File: src/rtl/seq_arith_unit.sv
// Sequential signed arithmetic unit: single-cycle ADD/SUB, iterative shift-add MUL and
// restoring DIV on operand magnitudes, with a valid/ready handshake on both sides.
module seq_arith_unit #(
   parameter int DATA_WIDTH = 16
) (
   input  logic                      clk,
   input  logic                      rst,
   input  logic                      in_valid,
   output logic                      in_ready,
   input  logic [DATA_WIDTH-1:0]     a,
   input  logic [DATA_WIDTH-1:0]     b,
   input  logic [1:0]                alu_fun,
   output logic                      out_valid,
   input  logic                      out_ready,
   output logic [2*DATA_WIDTH-1:0]   arith_out,
   output logic                      carry_out,
   output logic                      overflow,
   output logic                      div_by_zero
);
   // state | meaning
   // IDLE  | ready for a new operation
   // CALC  | MUL/DIV iterating, one bit per cycle for DATA_WIDTH cycles
   // DONE  | result presented, waiting for out_ready

   localparam int W          = DATA_WIDTH;
   localparam int OUT_WIDTH  = 2 * DATA_WIDTH;
   localparam int CW         = $clog2(DATA_WIDTH);

   localparam logic [1:0] FUN_ADD = 2'b00;
   localparam logic [1:0] FUN_SUB = 2'b01;
   localparam logic [1:0] FUN_DIV = 2'b11;

   typedef enum logic [1:0] {S_IDLE, S_CALC, S_DONE} state_t;

   state_t                 r_state;
   state_t                 w_state_nxt;

   logic [CW-1:0]          r_cnt;
   logic                   r_is_div;
   logic                   r_neg_res;
   logic                   r_neg_rem;
   logic                   r_div_ovf;
   logic [OUT_WIDTH-1:0]   r_acc;
   logic [OUT_WIDTH-1:0]   r_mcand;
   logic [W-1:0]           r_q;
   logic [W-1:0]           r_rem;
   logic [W-1:0]           r_dvsr;

   logic [OUT_WIDTH-1:0]   r_out;
   logic                   r_carry;
   logic                   r_ovf;
   logic                   r_dbz;

   logic                   w_accept;
   logic                   w_fast;
   logic                   w_last;
   logic [W-1:0]           w_a_mag;
   logic [W-1:0]           w_b_mag;
   logic [W:0]             w_sum;
   logic [W:0]             w_dif;
   logic [OUT_WIDTH-1:0]   w_fast_out;
   logic                   w_fast_c;
   logic                   w_fast_v;
   logic                   w_fast_z;

   logic [OUT_WIDTH-1:0]   w_acc_nxt;
   logic [OUT_WIDTH-1:0]   w_prod;
   logic                   w_mul_ovf;
   logic [W:0]             w_shift;
   logic [W:0]             w_diff;
   logic                   w_ge;
   logic [W-1:0]           w_rem_nxt;
   logic [W-1:0]           w_quo_nxt;
   logic [W-1:0]           w_quo_fix;
   logic [W-1:0]           w_rem_fix;

   assign w_accept = in_valid && (r_state == S_IDLE);
   assign w_fast   = ~alu_fun[1] || ((alu_fun == FUN_DIV) && (b == '0));
   assign w_last   = (r_state == S_CALC) && (r_cnt == '0);

   assign w_a_mag  = a[W-1] ? -a : a;
   assign w_b_mag  = b[W-1] ? -b : b;
   assign w_sum    = {a[W-1], a} + {b[W-1], b};
   assign w_dif    = {a[W-1], a} - {b[W-1], b};

   // Unsigned carry/borrow recovered from the sign-extended result's top bit.
   always_comb begin
      w_fast_out = '0;
      w_fast_c   = 1'b0;
      w_fast_v   = 1'b0;
      w_fast_z   = 1'b0;
      case (alu_fun)
         FUN_ADD: begin
            w_fast_out = {{(OUT_WIDTH-W-1){w_sum[W]}}, w_sum};
            w_fast_c   = w_sum[W] ^ a[W-1] ^ b[W-1];
            w_fast_v   = w_sum[W] ^ w_sum[W-1];
         end
         FUN_SUB: begin
            w_fast_out = {{(OUT_WIDTH-W-1){w_dif[W]}}, w_dif};
            w_fast_c   = w_dif[W] ^ a[W-1] ^ b[W-1];
            w_fast_v   = w_dif[W] ^ w_dif[W-1];
         end
         FUN_DIV: begin
            w_fast_out = {a, {W{1'b1}}};
            w_fast_z   = 1'b1;
         end
         default: ;
      endcase
   end

   assign w_acc_nxt = r_acc + (r_q[0] ? r_mcand : '0);
   assign w_prod    = r_neg_res ? -w_acc_nxt : w_acc_nxt;
   assign w_mul_ovf = !((&w_prod[OUT_WIDTH-1:W-1]) || (~|w_prod[OUT_WIDTH-1:W-1]));

   assign w_shift   = {r_rem, r_q[W-1]};
   assign w_diff    = w_shift - {1'b0, r_dvsr};
   assign w_ge      = ~w_diff[W];
   assign w_rem_nxt = w_ge ? w_diff[W-1:0] : w_shift[W-1:0];
   assign w_quo_nxt = {r_q[W-2:0], w_ge};
   assign w_quo_fix = r_neg_res ? -w_quo_nxt : w_quo_nxt;
   assign w_rem_fix = r_neg_rem ? -w_rem_nxt : w_rem_nxt;

   always_ff @(posedge clk or negedge rst) begin
      if (!rst) r_state <= S_IDLE;
      else      r_state <= w_state_nxt;
   end

   always_comb begin
      w_state_nxt = r_state;
      in_ready    = 1'b0;
      out_valid   = 1'b0;
      case (r_state)
         S_IDLE: begin
            in_ready = 1'b1;
            if (in_valid) w_state_nxt = w_fast ? S_DONE : S_CALC;
         end
         S_CALC: begin
            if (r_cnt == '0) w_state_nxt = S_DONE;
         end
         S_DONE: begin
            out_valid = 1'b1;
            if (out_ready) w_state_nxt = S_IDLE;
         end
         default: w_state_nxt = S_IDLE;
      endcase
   end

   always_ff @(posedge clk or negedge rst) begin
      if (!rst) begin
         r_cnt     <= '0;
         r_is_div  <= 1'b0;
         r_neg_res <= 1'b0;
         r_neg_rem <= 1'b0;
         r_div_ovf <= 1'b0;
         r_acc     <= '0;
         r_mcand   <= '0;
         r_q       <= '0;
         r_rem     <= '0;
         r_dvsr    <= '0;
         r_out     <= '0;
         r_carry   <= 1'b0;
         r_ovf     <= 1'b0;
         r_dbz     <= 1'b0;
      end else if (w_accept) begin
         r_cnt     <= CW'(W-1);
         r_is_div  <= alu_fun[0];
         r_neg_res <= a[W-1] ^ b[W-1];
         r_neg_rem <= a[W-1];
         r_div_ovf <= (a == {1'b1, {(W-1){1'b0}}}) && (&b);
         r_acc     <= '0;
         r_rem     <= '0;
         r_dvsr    <= w_b_mag;
         if (alu_fun[0]) begin
            r_mcand <= '0;
            r_q     <= w_a_mag;
         end else begin
            r_mcand <= {{W{1'b0}}, w_a_mag};
            r_q     <= w_b_mag;
         end
         if (w_fast) begin
            r_out   <= w_fast_out;
            r_carry <= w_fast_c;
            r_ovf   <= w_fast_v;
            r_dbz   <= w_fast_z;
         end
      end else if (r_state == S_CALC) begin
         r_cnt <= r_cnt - CW'(1);
         if (r_is_div) begin
            r_q   <= w_quo_nxt;
            r_rem <= w_rem_nxt;
         end else begin
            r_acc   <= w_acc_nxt;
            r_mcand <= r_mcand << 1;
            r_q     <= r_q >> 1;
         end
         if (w_last) begin
            r_carry <= 1'b0;
            r_dbz   <= 1'b0;
            if (r_is_div) begin
               r_out <= {w_rem_fix, w_quo_fix};
               r_ovf <= r_div_ovf;
            end else begin
               r_out <= w_prod;
               r_ovf <= w_mul_ovf;
            end
         end
      end
   end

   assign arith_out   = r_out;
   assign carry_out   = r_carry;
   assign overflow    = r_ovf;
   assign div_by_zero = r_dbz;

endmodule

File: config.mk
export PLATFORM = sky130hd
export DESIGN_NAME = seq_arith_unit
export DESIGN_NICKNAME = d
export VERILOG_FILES = /design/src/rtl/seq_arith_unit.sv
export SDC_FILE = /design/constraint.sdc
export NUM_CORES = 1
export LEC_CHECK = 0
export ABC_AREA = 1
export ABC_CLOCK_PERIOD_IN_PS = 4700
export CELL_PAD_IN_SITES_DETAIL_PLACEMENT = 0
export CELL_PAD_IN_SITES_GLOBAL_PLACEMENT = 1
export CORE_MARGIN = 4
export CORE_UTILIZATION = 44
export CTS_CLUSTER_SIZE = 24
export DETAILED_ROUTE_END_ITERATION = 10
export GPL_TIMING_DRIVEN = 0
export PLACE_DENSITY_LB_ADDON = 0.1
export RECOVER_POWER = 50
export SLEW_MARGIN = 40
export SYNTH_ARGS = -nofsm -noshare
export SYNTH_HDL_FRONTEND = slang
export SYNTH_SLANG_ARGS = --single-unit
File: constraint.sdc
create_clock -name clk -period 4.7 [get_ports clk]
set_input_delay 0.47 -clock clk [delete_from_list [all_inputs] [get_ports clk]]
set_output_delay 0.47 -clock clk [all_outputs]
set_load 0.1 [all_outputs]
==> impl_metrics.csv <==
group,metric,value,unit
floorplan,io_pins,75,
timing,slew_viol_final,162,
global_routing,grt_overflow,0,
timing,grt_setup_unrepaired,"true",
clock_tree,cts.sinks,157,
yosys,ys_warn_count,0,
clock_tree,clkLatencyLatePin,0.46,ns
routing,drc,0,
timing,fmax,227.6,MHz
cells_and_area,syn2layout_area_growth,11.26,%
placed_design,port_buffers,72,
timing,maxSlewHeadroom,-0.4270,
yosys,ys_ff_latch,157,
routing,vias_per_cell,5.493,
cells_and_area,stdcell_count,2983,
routing,via_count,16390,
run,drv_cap,3,
clock_tree,clockBufferDepth,2,
floorplan,rows,67,
status,violations,"capacitance limit, slew limit",
clock_tree,cts_made_buffers,17,
min_path,hold_class,"reg2reg",
routing,drt_pass1_iterations,7,
yosys,syn_inst,2429,
floorplan,die_h,193.6,µm
yosys,synthesis.area,15160,µm²
status,status,"complete, but fails checks",
placed_design,dpl.hpwl,47050,µm
timing,worst_pin_slew,2.140,ns
cells_and_area,drive_above_1_share,0.06943,
critical_path,start_kind,"flop",
cells_and_area,layout_commonest_cell,"nand2_1",
timing,hold_viol,0,
clock_tree,cts_root_buf,"clkbuf_16",
clock_tree,clk_pin_slew,0.08,ns
timing,finClkSkew,0.01180,ns
routing,routedWlPerCell,19.36,µm
timing,setup_viol,0,
yosys,synth_ff_type,"dfrtp_1",
cells_and_area,layout_common_cells,"nand2_1, inv_1, nor2_1, o21ai_0, dfrtp_1",
yosys,synth.distinct_cells,59,
placed_design,place_inst,2951,
cells_and_area,antenna_cells,0,
clock_tree,cts_tree,"done",
critical_path,critical_path_required,5.09,ns
global_routing,track_usage,0.3019,
floorplan,die-width,193.6,µm
placed_design,dpl_cell_area,16320,µm²
routing,wirelength,57740,µm
placed_design,place_ws,0.003649,ns
floorplan,initial_core_util,0.4488,
yosys,synth_edf_count,0,
critical_path,arrival,4.79,ns
clock_tree,cts_setup_buffers,0,
timing,worst_slack,0.3070,ns
power,p_per_area,762.3,nW/µm²
floorplan,core_area,33780,µm²
power,ir_drop,0.4502,mV
critical_path,crit_path_end_kind,"flop",
routing,initialDrtViolationCount,1470,
yosys,avgSynthCellArea,6.243,µm²
timing,period_share,0.9347,
yosys,syn-num-nets,2557,
global_routing,grt_pass1_vias,15850,
clock_tree,htreeDepth,4,
floorplan,dieArea,37500,µm²
cells_and_area,fin_area,16870,µm²
yosys,synth-async-reset-ratio,1.000,
critical_path,cp_max_fo,10,
global_routing,grt_start_max_net_pins,65,
global_routing,grt_pass1_wl,89620,µm
cells_and_area,fill_cells,3584,
global_routing,antenna_found_initial,0,
power,p_leak,8.817,nW
placed_design,place.gp.congestion,0.9747,
timing,finalWorstPathRequiredPeriod,4.393,ns
critical_path,path_class,"reg2reg",
routing,ant_nets,0,
cells_and_area,final_nets,2650,
yosys,synth_seq_area_share,0.2591,
## stage by stage
stage | power [mW] | hold WS, ns | setup TNS (ns) | utilization
finish | 12.86 | 0.4785 | 0 | 0.4994
global route | 13.93 | 0.5013 | -0.01881 | 0.4994
CTS | 12.75 | 0.4782 | 0 | 0.5008
detailed placement | 11.25 | 0.3644 | 0 | 0.4832
global placement | 11.31 | 0.4617 | -567.63 | 0.4868
floorplan | 8.827 | 0.1744 | 0 | -
## synth_stat cells (16+ instances only)
cell	number	area share
nand3_1	142	0.047
a21oi_1	119	0.039
nand2_2	27	0.011
xor2_1	51	0.029
nand4_1	31	0.013
o22ai_1	31	0.013
inv_1	354	0.088
nor3_1	29	0.0096
clkbuf_1	62	0.015
inv_2	23	0.0057
nor2_2	16	0.0066
nor2_1	203	0.050
ha_1	86	0.071
o21ai_0	181	0.060
nand2_1	715	0.18
dfrtp_1	157	0.26
## sequential cells by signal (all words and copies together) (netlist names)
name / cells
carry_out: 1
r_state: 2
r_div_ovf: 1
overflow: 1
r_q: 16
r_mcand: 32
div_by_zero: 1
r_rem: 16
r_cnt: 4
r_is_div: 1
r_neg_rem: 1
arith_out: 32
r_dvsr: 16
r_neg_res: 1
r_acc: 32
## cell families after synthesis
group                    Yosys count  share of synthesized area
adder cells (fa/ha/maj)           90                    0.07624
XOR/XNOR                          58                    0.03350
buffers and inverters            462                     0.1163
flip-flops                       157                     0.2591
AND/OR/NAND/NOR                 1206                     0.3397
AO/OA/AOI/OAI                    456                     0.1752
## cell type report
type	instances	area [µm²]	area share
Buffer	75	311.5	0.01847
Clock buffer	18	429.2	0.02544
Clock inverter	14	157.7	0.009344
Inverter	386	1449	0.08588
Multi-Input combinational cell	1810	9507	0.5635
Sequential cell	157	3930	0.2329
Tap cell	448	560.5	0.03322
Timing Repair Buffer	75	526.8	0.03122
## report_power, final
| part | internal (mW) | total, mW | switching, mW |
|---|---|---|---|
| registers | 1.86 | 2.24 | 0.388 |
| logic | 2.48 | 9.16 | 6.68 |
| clock network | 0.793 | 1.46 | 0.665 |
| total | 5.13 | 12.9 | 7.73 |
## worst max-delay path, stage by stage (launching register included)
cell and delay, ns:
dfrtp_2 0.53, clkbuf_2 0.29, nand2_1 0.08, inv_1 0.06, ha_1 0.31, fa_1 0.38, nand2_1 0.14, nand2_1 0.15
nand3_1 0.11, nand2_1 0.17, nand2_1 0.11, nand2_1 0.10, nand2_1 0.05, nand2_1 0.17, nand2_1 0.11, nor2_2 0.18
nand2_2 0.11, o21ai_1 0.27, nand2_1 0.08, nand2_1 0.07, nand2_1 0.11, o21ai_0 0.35, o21bai_1 0.23, a21oi_1 0.07
nor2_1 0.09
## worst paths after layout
path | start | slack, ns | endpoint | depth (start not counted)
worst max register to register | r_q[0]$_DFFE_PN0P_ | 0.31 | arith_out[30]$_DFFE_PN0P_ | 24
worst max-delay path | r_q[0]$_DFFE_PN0P_ | 0.31 | arith_out[30]$_DFFE_PN0P_ | 24
min in group asynchronous | rst | 1.17 | arith_out[12]$_DFFE_PN0P_ | 2
max in group asynchronous | rst | 0.94 | r_acc[23]$_DFFE_PN0P_ | 3
worst min-delay path | arith_out[12]$_DFFE_PN0P_ | 0.48 | arith_out[12]$_DFFE_PN0P_ | 2
worst min register to register | arith_out[12]$_DFFE_PN0P_ | 0.48 | arith_out[12]$_DFFE_PN0P_ | 2
## timing repair
item | CTS | global route
hold endpoints to repair | 32 | 0
gates resized for setup | 0 | 11
setup endpoints to repair | 2 | 5
pin swaps | 0 | 1
hold buffers | 1 | 0
## routing by layer
metal | track usage | share of wire | vias to the layer above
met5 | 0 | 0 | -
met4 | 0.1212 | 0.043 | 0
met3 | 0.03788 | 0.053 | 134
met2 | 0.5209 | 0.47 | 516
met1 | 0.3848 | 0.43 | 7690
li1 | - | - | 8047
Power figures use the tool's default switching activity.
